===== config.mk =====
export PLATFORM = sky130hd
export DESIGN_NAME = alu_host_flat
export DESIGN_NICKNAME = d
export VERILOG_FILES = /design/src/rtl/alu_host_pkg.sv /design/src/rtl/alu_host_if.sv /design/src/rtl/alu_host_timer.sv /design/src/rtl/alu_host.sv /design/src/flat_wrapper.sv
export SDC_FILE = /design/constraint.sdc
export NUM_CORES = 1
export LEC_CHECK = 0
export BUFFER_PORTS_ARGS = -buffer_cell sky130_fd_sc_hd__buf_2
export CAP_MARGIN = 20
export CORE_MARGIN = 2
export CORE_UTILIZATION = 43
export CTS_CLUSTER_DIAMETER = 100
export DETAILED_ROUTE_END_ITERATION = 10
export PLACE_DENSITY_LB_ADDON = 0.08
export SETUP_SLACK_MARGIN = 0.05
export SLEW_MARGIN = 20
export SYNTH_ARGS = -nofsm -noshare
export SYNTH_HDL_FRONTEND = slang
export SYNTH_SLANG_ARGS = --single-unit

===== constraint.sdc =====
create_clock -name clk -period 2.2 [get_ports clk]
set_clock_uncertainty 0.05 [all_clocks]
set_input_delay 0.22 -clock clk [delete_from_list [all_inputs] [get_ports clk]]
set_output_delay 0.22 -clock clk [all_outputs]
set_load 0.02 [all_outputs]

===== src/rtl/alu_host_pkg.sv =====
// Shared definitions for the multi-cycle ALU and its host sequencer:
// sequencer state encoding, opcode constants and a state classification helper.
package alu_host_pkg;

   typedef enum logic [2:0] {
      ST_IDLE  = 3'd0,
      ST_START = 3'd1,
      ST_OPA   = 3'd2,
      ST_OPB   = 3'd3,
      ST_WAIT  = 3'd4,
      ST_RESP  = 3'd5
   } state_t;

   typedef logic [3:0] alu_op_t;

   localparam alu_op_t OP_ADD = 4'd0;
   localparam alu_op_t OP_SUB = 4'd1;
   localparam alu_op_t OP_MUL = 4'd2;
   localparam alu_op_t OP_DIV = 4'd3;
   localparam alu_op_t OP_AND = 4'd4;
   localparam alu_op_t OP_OR  = 4'd5;
   localparam alu_op_t OP_XOR = 4'd6;
   localparam alu_op_t OP_NOT = 4'd7;

   // True while an operation is in flight on the ALU (START through WAIT).
   function automatic logic is_busy(input state_t s);
      return (s == ST_START) || (s == ST_OPA) || (s == ST_OPB) || (s == ST_WAIT);
   endfunction

endpackage


===== src/rtl/alu_host_if.sv =====
// Request, response and ALU-side signals of the alu_host sequencer, bundled as one interface.
interface alu_host_if #(
   parameter int W = 16
);
   logic          req_valid;
   logic          req_ready;
   logic [3:0]    req_op;
   logic [W-1:0]  req_a;
   logic [W-1:0]  req_b;

   logic          alu_start;
   logic [3:0]    alu_s;
   logic [W-1:0]  alu_inbus;
   logic [W-1:0]  alu_outbus;
   logic          alu_negative;
   logic          alu_zero;
   logic          alu_carry;
   logic          alu_overflow;
   logic          alu_finish;

   logic          rsp_valid;
   logic          rsp_ready;
   logic [W-1:0]  rsp_hi;
   logic [W-1:0]  rsp_lo;
   logic [3:0]    rsp_flags;
   logic          rsp_err;

   // slave is the sequencer; master is everything around it (requester, ALU, response sink).
   modport slave (
      input  req_valid, req_op, req_a, req_b,
      input  alu_outbus, alu_negative, alu_zero, alu_carry, alu_overflow, alu_finish,
      input  rsp_ready,
      output req_ready, alu_start, alu_s, alu_inbus,
      output rsp_valid, rsp_hi, rsp_lo, rsp_flags, rsp_err
   );

   modport master (
      output req_valid, req_op, req_a, req_b,
      output alu_outbus, alu_negative, alu_zero, alu_carry, alu_overflow, alu_finish,
      output rsp_ready,
      input  req_ready, alu_start, alu_s, alu_inbus,
      input  rsp_valid, rsp_hi, rsp_lo, rsp_flags, rsp_err
   );

endinterface


===== src/rtl/alu_host_timer.sv =====
// Clearable up-counter with terminal-count flag; saturates at TIMEOUT-1 so it never wraps.
module alu_host_timer #(
   parameter int TIMEOUT = 64
) (
   input  logic                        clk,
   input  logic                        rst_b,
   input  logic                        clr_i,
   input  logic                        en_i,
   output logic [$clog2(TIMEOUT)-1:0]  count_o,
   output logic                        tc_o
);
   localparam int               CNT_W  = $clog2(TIMEOUT);
   localparam logic [CNT_W-1:0] TC_VAL = CNT_W'(TIMEOUT - 1);

   logic [CNT_W-1:0] count_q;
   logic [CNT_W-1:0] count_d;
   logic             tc;

   assign tc = (count_q == TC_VAL);

   always_comb begin
      count_d = count_q;
      if (clr_i) begin
         count_d = '0;
      end else if (en_i && !tc) begin
         count_d = count_q + 1'b1;
      end
   end

   always_ff @(posedge clk or negedge rst_b) begin
      if (!rst_b) begin
         count_q <= '0;
      end else begin
         count_q <= count_d;
      end
   end

   assign count_o = count_q;
   assign tc_o    = tc;

endmodule


===== src/rtl/alu_host.sv =====
// alu_host: accepts an ALU request, sequences start/operands onto the ALU bus, captures the
// two result words preceding finish plus flags, and returns them with a timeout abort guard.
module alu_host
   import alu_host_pkg::*;
#(
   parameter int W       = 16,
   parameter int OPA_CYC = 1,
   parameter int TIMEOUT = 64
) (
   input  logic      clk,
   input  logic      rst_b,
   alu_host_if.slave bus
);
   localparam int CNT_W = $clog2(TIMEOUT);

   state_t           state_q, state_d;
   logic [3:0]       op_q, op_d;
   logic [W-1:0]     a_q, a_d;
   logic [W-1:0]     b_q, b_d;
   logic [W-1:0]     hold_hi_q, hold_hi_d;
   logic [W-1:0]     hold_lo_q, hold_lo_d;
   logic [W-1:0]     rsp_hi_q, rsp_hi_d;
   logic [W-1:0]     rsp_lo_q, rsp_lo_d;
   logic [3:0]       rsp_flags_q, rsp_flags_d;
   logic             rsp_err_q, rsp_err_d;

   logic             busy;
   logic             tmr_clr;
   logic             tmr_en;
   logic             tmr_tc;
   logic [CNT_W-1:0] tmr_count;

   logic             req_ready;
   logic             alu_start;
   logic [3:0]       alu_s;
   logic [W-1:0]     alu_inbus;
   logic             rsp_valid;

   alu_host_timer #(
      .TIMEOUT (TIMEOUT)
   ) u_timer (
      .clk     (clk),
      .rst_b   (rst_b),
      .clr_i   (tmr_clr),
      .en_i    (tmr_en),
      .count_o (tmr_count),
      .tc_o    (tmr_tc)
   );

   assign busy = is_busy(state_q);

   always_comb begin
      state_d     = state_q;
      op_d        = op_q;
      a_d         = a_q;
      b_d         = b_q;
      hold_hi_d   = hold_hi_q;
      hold_lo_d   = hold_lo_q;
      rsp_hi_d    = rsp_hi_q;
      rsp_lo_d    = rsp_lo_q;
      rsp_flags_d = rsp_flags_q;
      rsp_err_d   = rsp_err_q;
      req_ready   = 1'b0;
      alu_start   = 1'b0;
      alu_s       = 4'd0;
      alu_inbus   = '0;
      rsp_valid   = 1'b0;
      tmr_clr     = 1'b0;
      tmr_en      = 1'b0;

      // The ALU presents hi then lo on the two cycles before finish; keep a two-deep history.
      if (busy) begin
         hold_hi_d = hold_lo_q;
         hold_lo_d = bus.alu_outbus;
         alu_s     = op_q;
         tmr_en    = !bus.alu_finish;
      end

      unique case (state_q)
         ST_IDLE: begin
            req_ready = 1'b1;
            tmr_clr   = 1'b1;
            if (bus.req_valid) begin
               op_d    = bus.req_op;
               a_d     = bus.req_a;
               b_d     = bus.req_b;
               state_d = ST_START;
            end
         end
         ST_START: begin
            alu_start = 1'b1;
            alu_inbus = a_q;
            state_d   = ST_OPA;
         end
         ST_OPA: begin
            alu_inbus = a_q;
            if (int'(tmr_count) >= OPA_CYC) begin
               state_d = ST_OPB;
            end
         end
         ST_OPB: begin
            alu_inbus = b_q;
            state_d   = ST_WAIT;
         end
         ST_WAIT: begin
            alu_inbus = b_q;
         end
         ST_RESP: begin
            rsp_valid = 1'b1;
            tmr_clr   = 1'b1;
            if (bus.rsp_ready) begin
               state_d = ST_IDLE;
            end
         end
         default: begin
            state_d = ST_IDLE;
         end
      endcase

      // Finish takes priority over a timeout landing in the same cycle.
      if (busy) begin
         if (bus.alu_finish) begin
            rsp_hi_d    = hold_hi_q;
            rsp_lo_d    = hold_lo_q;
            rsp_flags_d = {bus.alu_negative, bus.alu_zero, bus.alu_carry, bus.alu_overflow};
            rsp_err_d   = 1'b0;
            state_d     = ST_RESP;
         end else if (tmr_tc) begin
            rsp_hi_d    = '0;
            rsp_lo_d    = '0;
            rsp_flags_d = 4'd0;
            rsp_err_d   = 1'b1;
            state_d     = ST_RESP;
         end
      end
   end

   always_ff @(posedge clk or negedge rst_b) begin
      if (!rst_b) begin
         state_q     <= ST_IDLE;
         op_q        <= 4'd0;
         a_q         <= '0;
         b_q         <= '0;
         hold_hi_q   <= '0;
         hold_lo_q   <= '0;
         rsp_hi_q    <= '0;
         rsp_lo_q    <= '0;
         rsp_flags_q <= 4'd0;
         rsp_err_q   <= 1'b0;
      end else begin
         state_q     <= state_d;
         op_q        <= op_d;
         a_q         <= a_d;
         b_q         <= b_d;
         hold_hi_q   <= hold_hi_d;
         hold_lo_q   <= hold_lo_d;
         rsp_hi_q    <= rsp_hi_d;
         rsp_lo_q    <= rsp_lo_d;
         rsp_flags_q <= rsp_flags_d;
         rsp_err_q   <= rsp_err_d;
      end
   end

   assign bus.req_ready = req_ready;
   assign bus.alu_start = alu_start;
   assign bus.alu_s     = alu_s;
   assign bus.alu_inbus = alu_inbus;
   assign bus.rsp_valid = rsp_valid;
   assign bus.rsp_hi    = rsp_hi_q;
   assign bus.rsp_lo    = rsp_lo_q;
   assign bus.rsp_flags = rsp_flags_q;
   assign bus.rsp_err   = rsp_err_q;

endmodule


===== src/flat_wrapper.sv =====
// flat-port wrapper written by rule: the top's interface ports become plain ports
module alu_host_flat import alu_host_pkg::*;
#(
   parameter int W       = 16,
   parameter int OPA_CYC = 1,
   parameter int TIMEOUT = 64
)
  (clk, rst_b, bus_req_valid, bus_req_op, bus_req_a, bus_req_b, bus_alu_outbus, bus_alu_negative, bus_alu_zero, bus_alu_carry, bus_alu_overflow, bus_alu_finish, bus_rsp_ready, bus_req_ready, bus_alu_start, bus_alu_s, bus_alu_inbus, bus_rsp_valid, bus_rsp_hi, bus_rsp_lo, bus_rsp_flags, bus_rsp_err);
  alu_host_if #(.W(W)) bus_i ();
  input  logic clk;
  input  logic rst_b;
  input wire logic [$bits(bus_i.req_valid)-1:0] bus_req_valid;
  input wire logic [$bits(bus_i.req_op)-1:0] bus_req_op;
  input wire logic [$bits(bus_i.req_a)-1:0] bus_req_a;
  input wire logic [$bits(bus_i.req_b)-1:0] bus_req_b;
  input wire logic [$bits(bus_i.alu_outbus)-1:0] bus_alu_outbus;
  input wire logic [$bits(bus_i.alu_negative)-1:0] bus_alu_negative;
  input wire logic [$bits(bus_i.alu_zero)-1:0] bus_alu_zero;
  input wire logic [$bits(bus_i.alu_carry)-1:0] bus_alu_carry;
  input wire logic [$bits(bus_i.alu_overflow)-1:0] bus_alu_overflow;
  input wire logic [$bits(bus_i.alu_finish)-1:0] bus_alu_finish;
  input wire logic [$bits(bus_i.rsp_ready)-1:0] bus_rsp_ready;
  output wire logic [$bits(bus_i.req_ready)-1:0] bus_req_ready;
  output wire logic [$bits(bus_i.alu_start)-1:0] bus_alu_start;
  output wire logic [$bits(bus_i.alu_s)-1:0] bus_alu_s;
  output wire logic [$bits(bus_i.alu_inbus)-1:0] bus_alu_inbus;
  output wire logic [$bits(bus_i.rsp_valid)-1:0] bus_rsp_valid;
  output wire logic [$bits(bus_i.rsp_hi)-1:0] bus_rsp_hi;
  output wire logic [$bits(bus_i.rsp_lo)-1:0] bus_rsp_lo;
  output wire logic [$bits(bus_i.rsp_flags)-1:0] bus_rsp_flags;
  output wire logic [$bits(bus_i.rsp_err)-1:0] bus_rsp_err;
  assign bus_i.req_valid = bus_req_valid;
  assign bus_i.req_op = bus_req_op;
  assign bus_i.req_a = bus_req_a;
  assign bus_i.req_b = bus_req_b;
  assign bus_i.alu_outbus = bus_alu_outbus;
  assign bus_i.alu_negative = bus_alu_negative;
  assign bus_i.alu_zero = bus_alu_zero;
  assign bus_i.alu_carry = bus_alu_carry;
  assign bus_i.alu_overflow = bus_alu_overflow;
  assign bus_i.alu_finish = bus_alu_finish;
  assign bus_i.rsp_ready = bus_rsp_ready;
  assign bus_req_ready = bus_i.req_ready;
  assign bus_alu_start = bus_i.alu_start;
  assign bus_alu_s = bus_i.alu_s;
  assign bus_alu_inbus = bus_i.alu_inbus;
  assign bus_rsp_valid = bus_i.rsp_valid;
  assign bus_rsp_hi = bus_i.rsp_hi;
  assign bus_rsp_lo = bus_i.rsp_lo;
  assign bus_rsp_flags = bus_i.rsp_flags;
  assign bus_rsp_err = bus_i.rsp_err;
  alu_host #(.W(W), .OPA_CYC(OPA_CYC), .TIMEOUT(TIMEOUT)) u_core (.clk(clk), .rst_b(rst_b), .bus(bus_i));
endmodule

### Word-level counts from Yosys, hierarchy flattened

Cells that the tools add are included.

* muxes and demuxes: 23
* order comparisons: 1
* reductions and logical operators: 14
* equal/unequal tests: 6
* add/sub/neg operators: 1

Operators with widths (number)
* 16-bit two-way mux: 3
* 16-bit case mux with 2 select lines: 1
* 3-bit two-way mux: 6
* 3-bit case mux with 6 select lines: 1
* 4-bit two-way mux: 3
* 6-bit two-way mux: 2
* 1-bit two-way mux: 7
* 6-bit by 1-bit adder with 6-bit output, second input constant: 1
* 3-bit by 2-bit == test with 1-bit output, second input constant: 2
* 3-bit == test, second input constant: 2
* 6-bit == test, second input constant: 1
* 6-bit by 1-bit >= comparator with 1-bit output, second input constant: 1
* 2-bit OR reduction: 3
* 2-bit AND reduction: 2
* 2-bit nonzero test: 2
* 3-bit by 1-bit == test with 1-bit output, second input constant: 1
* 3-bit logical NOT: 1
* 1-bit logical OR: 3
* 1-bit logical NOT: 2
* 1-bit logical AND: 1

* output and inout port bits: 60
* register bits: 114
* input bits: 61

### Logic depth before layout (Yosys ltp)

* depth after elaboration: 8
* mapped depth: 7

### Cells and area by module

From an unflattened synthesis, not the netlist that was laid out.

* cells, all modules: 319
* area total of the unflattened synthesis: 4933.5 µm²

Modules (own cells, without submodules)
* alu_host: cells an instance 280, times used 1, area each 4553.1 µm², sequential area each 2702.6 µm²
* alu_host_timer: cells an instance 39, times used 1, area each 380.4 µm², sequential area each 150.1 µm²

### Worst setup path before layout

No wires, ideal clock.

* kind: reg2reg
* from: register u_core.state_q[1]
* to: register u_core.a_q[10]
* stages on the path, launching flop included: 7
* arrival: 1639 ps
* clock period less this slack: 1817 ps
* library setup time: 127 ps
* setup slack: 383 ps
* cell sequence: dfrtp_1 > buf_6 > nor3_4 > and2_1 > buf_4 > buf_6 > mux2_1

* word-level cells in the longest chain between the ends: 2

RTL lines
* from (decl): line alu_host.sv:16 `state_t state_q, state_d;`
* from (signal assigned): line alu_host.sv:151 `state_q <= state_d;`
* 3-bit logical NOT: line alu_host.sv:79 `unique case (state_q)`
* 2-bit AND reduction (no line)
* to (signal assigned): line alu_host.sv:142 `a_q <= '0;`
* to (signal assigned): line alu_host.sv:153 `a_q <= a_d;`
* to (decl): line alu_host.sv:18 `logic [W-1:0] a_q, a_d;`

No other way between the ends.
A chain may end at the register's enable or synchronous reset.

### Worst setup path in the final report

* from: register u_core.state_q[1]
* to: output bus_alu_inbus[4]

* word-level cells in the longest chain between the ends: 3

RTL lines
* 3-bit == test, or another cell as far along: line alu_host.sv:79
* 2-bit OR reduction (no line)
* 16-bit case mux with 2 select lines (*): line alu_host.sv:79
* to (decl): line flat_wrapper.sv:26 `output wire logic [$bits(bus_i.alu_inbus)-1:0] bus_alu_inbus;`

Mark *: on every way between the ends. The rest lies on a longest branch, timed or not.

==> impl_results.rst <==
.. list-table::
   :header-rows: 1

   * - Metric
     - Value
   * - Post-route minimum period
     - around 2200 ps
   * - Synthesized area per cell
     - approximately 12 µm²
   * - Min-Delay Endpoint
     - u_core.state_q[0]
   * - Slowest CP cell
     - sky130_fd_sc_hd__dfrtp_2
   * - Max Transition Viols Final
     - 0
   * - Final Wtd Congestion
     - between 0.8 and 0.9
   * - Top post-synthesis cells by area
     - sky130_fd_sc_hd__dfrtp_1 (61%), sky130_fd_sc_hd__a22o_1 (9.8%), sky130_fd_sc_hd__nand2_1 (8.1%)
   * - Netlist area before placement
     - between 0.004 and 0.005 mm²
   * - Share of synthesized flip-flops with an asynchronous set or reset
     - 100.0%
   * - Antenna diode count
     - 0
   * - XOR/XNOR share of the synthesized area
     - 0.1876%
   * - Placement Rows
     - 38
   * - Synth Area in Compound Gates
     - 11.41%
   * - Status
     - completed
   * - CTS H-Tree Depth
     - 4
   * - Slew at the pin closest to its max-slew limit
     - slightly above 500 ps
   * - Sort of element at the start of the critical path
     - flop
   * - Placed cells
     - roughly 630
   * - Starting density of the core
     - between 40% and 50%
   * - Count of vias placed by the detailed router
     - 3638
   * - Yosys warning count
     - 0
   * - Delay of the slowest critical-path stage
     - ~500 ps
   * - Wirelength, routed
     - ~11000 µm
   * - Final setup viols
     - 0
   * - Total non-filler cell area in the finished layout
     - 0.006837 mm²
   * - Hold Vio Cnt, Final
     - 0
   * - Clock tree from TritonCTS
     - yes
   * - Pre-CTS setup slack
     - roughly 340 ps
   * - Area after DPL
     - 0.005409 mm²
   * - Detailed Place HPWL
     - between 6000 and 7000 µm
   * - Clock Pin Slew Worst Setup and Hold Paths
     - ~50 ps
   * - Dominant delay contributor by cell family on the critical path
     - flip-flops
   * - Latest clock arrival within the worst-skew pair
     - slightly above 500 ps
   * - Reg2Reg Depth
     - 5
   * - Sinks on Clock Net
     - roughly 110
   * - CTS buffer count
     - 17
   * - Crit Reg-Reg Endpoint
     - u_core.b_q[5]
   * - Fin nets
     - 646
   * - First-pass detailed-route iteration total
     - 4
   * - Distinct cell type count after synthesis
     - 38
   * - Start point of the worst min-delay path
     - bus_rsp_ready
   * - Biggest area consumer among synthesized cells
     - sky130_fd_sc_hd__dfrtp_1
   * - Max FO, Critical Path
     - 8
   * - Residual DRC count
     - 0
   * - Slew Limit Headroom
     - about two thirds
   * - Initial antenna violation count
     - 0
   * - Power per Cell Area
     - between 1500 and 2000 mW/mm²
   * - Starting DRC count in detailed routing
     - ~160
   * - Portion of the clock cycle consumed by the worst path in the final layout
     - between 90% and 100%
   * - Timing-limited maximum frequency
     - 0.4636 GHz
   * - Gate count of the mapped netlist
     - 384
   * - Number of enable-type register cells in the synthesized netlist
     - 0
   * - Detailed-route wire length per cell
     - 15.50 µm
   * - Number of buffer cells added on primary ports
     - 120
   * - Cell repeated most along the worst path
     - sky130_fd_sc_hd__buf_6
   * - Setup slack of the critical path after layout
     - 42.89 ps
   * - Post-Syn Nets
     - 448
   * - Endpoint kind of the worst setup timing path
     - output pin
   * - Post-route ant nets
     - 0
   * - Vert. Die Dim
     - ~110 µm
   * - Leak pwr
     - approximately 3.4 nW
   * - Data arrival, critical path
     - approximately 1900 ps
   * - Io pins
     - 121
   * - Overall die area
     - between 0.01 and 0.015 mm²
   * - WHS Path Cells
     - 4
   * - Master cell of the clock root buffer
     - sky130_fd_sc_hd__clkbuf_8
   * - Synthesized flop and latch total
     - approximately 110
   * - Reg2Reg Setup Slack
     - about 240 ps
   * - Combinational family with the most area after synthesis
     - simple AND/OR/NAND/NOR gates
   * - Setup repair after global routing missed its margin
     - true
   * - CP Cell Sequence
     - buf_6 > mux2_4 > a22o_1 > buf_6
   * - Most frequent cell after synthesis
     - sky130_fd_sc_hd__dfrtp_1
   * - Worst setup path category
     - reg -> out
   * - Final Non-Filler Cells
     - 735
   * - Crit path buffers/inverters
     - 2
   * - Core area
     - about 0.011 mm²
   * - Number of global-route vias before repair
     - 3662
   * - Simple-Gate Fraction of Synth Area
     - 13.08%
   * - Fin Hold WS
     - roughly 23 ps
   * - Maximum ir drop on the vdd rail
     - around 0.00095 V
   * - Post-synthesis sequential area ratio
     - around three fifths
   * - Global-route congestion overflow total
     - 0
   * - Horiz. Die Dim
     - about 110 µm
   * - Dominant register cell in the synthesized netlist
     - sky130_fd_sc_hd__dfrtp_1
   * - Pin count of the biggest net entering global routing
     - 57
   * - Reg2Reg Launch Point
     - u_core.state_q[2]
   * - Area share of the largest cell type after synthesis
     - approximately 60%
   * - Share of layout cells above drive strength 1
     - roughly a third
   * - Global router's overall resource usage
     - about a fifth
   * - Total Power
     - approximately 12 mW
   * - Area growth, synth to finish
     - 46.41%
   * - Max clock buf depth
     - 2
   * - Max Cap Viol
     - 0
   * - Detailed-route vias per instance
     - between 4 and 5
   * - Adder-cell area share of the yosys netlist
     - less than 1%
   * - Share of cell area taken by muxes after synthesis
     - a little under a tenth
   * - Post-synth top cells
     - sky130_fd_sc_hd__dfrtp_1 (114), sky130_fd_sc_hd__nand2_1 (101), sky130_fd_sc_hd__a22o_1 (52)
   * - Worst endpoint required time
     - 1930 ps
   * - Global-route wire length before repair
     - ~18000 µm
   * - Path type of the worst min-delay path
     - in -> reg
metal layers:
| metal | vias up | track usage [%] | share of wire, % |
|---|---|---|---|
| li1 | 1736 | - | - |
| met1 | 1783 | 26.47 | 45 |
| met2 | 111 | 30.95 | 48 |
| met3 | 8 | 6.811 | 6.5 |
| met4 | 0 | 7.875 | 1.4 |
| met5 | - | 0 | 0 |
how the worst max path moves through the flow:
stage / start / end / slack [ps] / cells after the start
3_5_place_dp: u_core.state_q[1] / u_core.b_q[15] / 340 / 4
2_1_floorplan: u_core.state_q[1] / u_core.a_q[10] / 380 / 6
3_3_place_gp: u_core.state_q[1] / u_core.op_q[3] / 380 / 4
4_1_cts: u_core.state_q[0] / bus_alu_inbus[3] / 50 / 4
5_1_grt: u_core.state_q[1] / bus_alu_inbus[4] / -8 / 4
6_report: u_core.state_q[1] / bus_alu_inbus[4] / 40 / 4
kinds of logic (layout without fill, tap and decap cells):
kind of cell    Yosys count  count (layout)
flops                   114             114
compound gates           62              62
fa+ha+maj                 3               3
mux                      40              42
simple gates            137             138
buf+inv                  27             235
xor+xnor                  1               1
placed cells by master, fill, tap and decap left out, drive strengths merged, types with 3 or more instances in the layout:
| cell | Yosys | final |
|---|---|---|
| a22o | 52 | 52 |
| dfrtp | 114 | 114 |
| inv | 4 | 4 |
| mux2 | 38 | 40 |
| and2 | 6 | 6 |
| bufinv | 0 | 4 |
| dlygate4sd3 | 0 | 57 |
| ha | 3 | 3 |
| nor3 | 7 | 7 |
| nand2 | 102 | 102 |
| clkinv | 0 | 7 |
| nor2 | 9 | 10 |
| clkbuf | 0 | 19 |
| buf | 23 | 142 |
sequential cells by signal, indices dropped and copies added (netlist names), 6 cells and up:
signal                  cells
u_core.bus.rsp_hi          16
u_core.a_q                 16
u_core.hold_lo_q           16
u_core.u_timer.count_o      6
u_core.hold_hi_q           16
u_core.b_q                 16
u_core.bus.rsp_lo          16
tightest hold or removal path: stages:
cell and delay, ps:
sky130_fd_sc_hd__buf_2 100, sky130_fd_sc_hd__inv_1 50, sky130_fd_sc_hd__a22oi_1 110, sky130_fd_sc_hd__nand2_1 70
area by class of cell:
class / instances / area, µm²
clock buffers: 19 / 431.7
clock inverters: 13 / 185.2
fillers: 841 / 3861
inverters: 4 / 15.01
multi-input cells: 246 / 1725
flip-flops and latches: 114 / 2856
well taps: 140 / 175.2
repair buffers: 199 / 1448
stage by stage:
step | TNS (ps) | utilization [%]
after floorplan | 0 | -
final | 0 | 63.91
after global placement | 0 | 50.56
after detailed placement | 0 | 50.56
after global routing | -10.84 | 63.91
after CTS | 0 | 62.32
where the power goes:
group	internal, mW	total (mW)	leakage, nW	switching (mW)
clock	1.87	2.83	0.298	0.961
sequential	3.10	3.73	1.40	0.627
combinational	2.21	4.96	1.72	2.74
repair_timing:
item,in CTS,in global routing
hold endpoints to repair,92,0
hold buffers,57,0
setup endpoints to repair,16,20
pin swaps,0,9
resized for setup,7,32
buffers inserted,5,5
gates cloned,1,3
No activity file was read; power rests on OpenSTA's default activity.
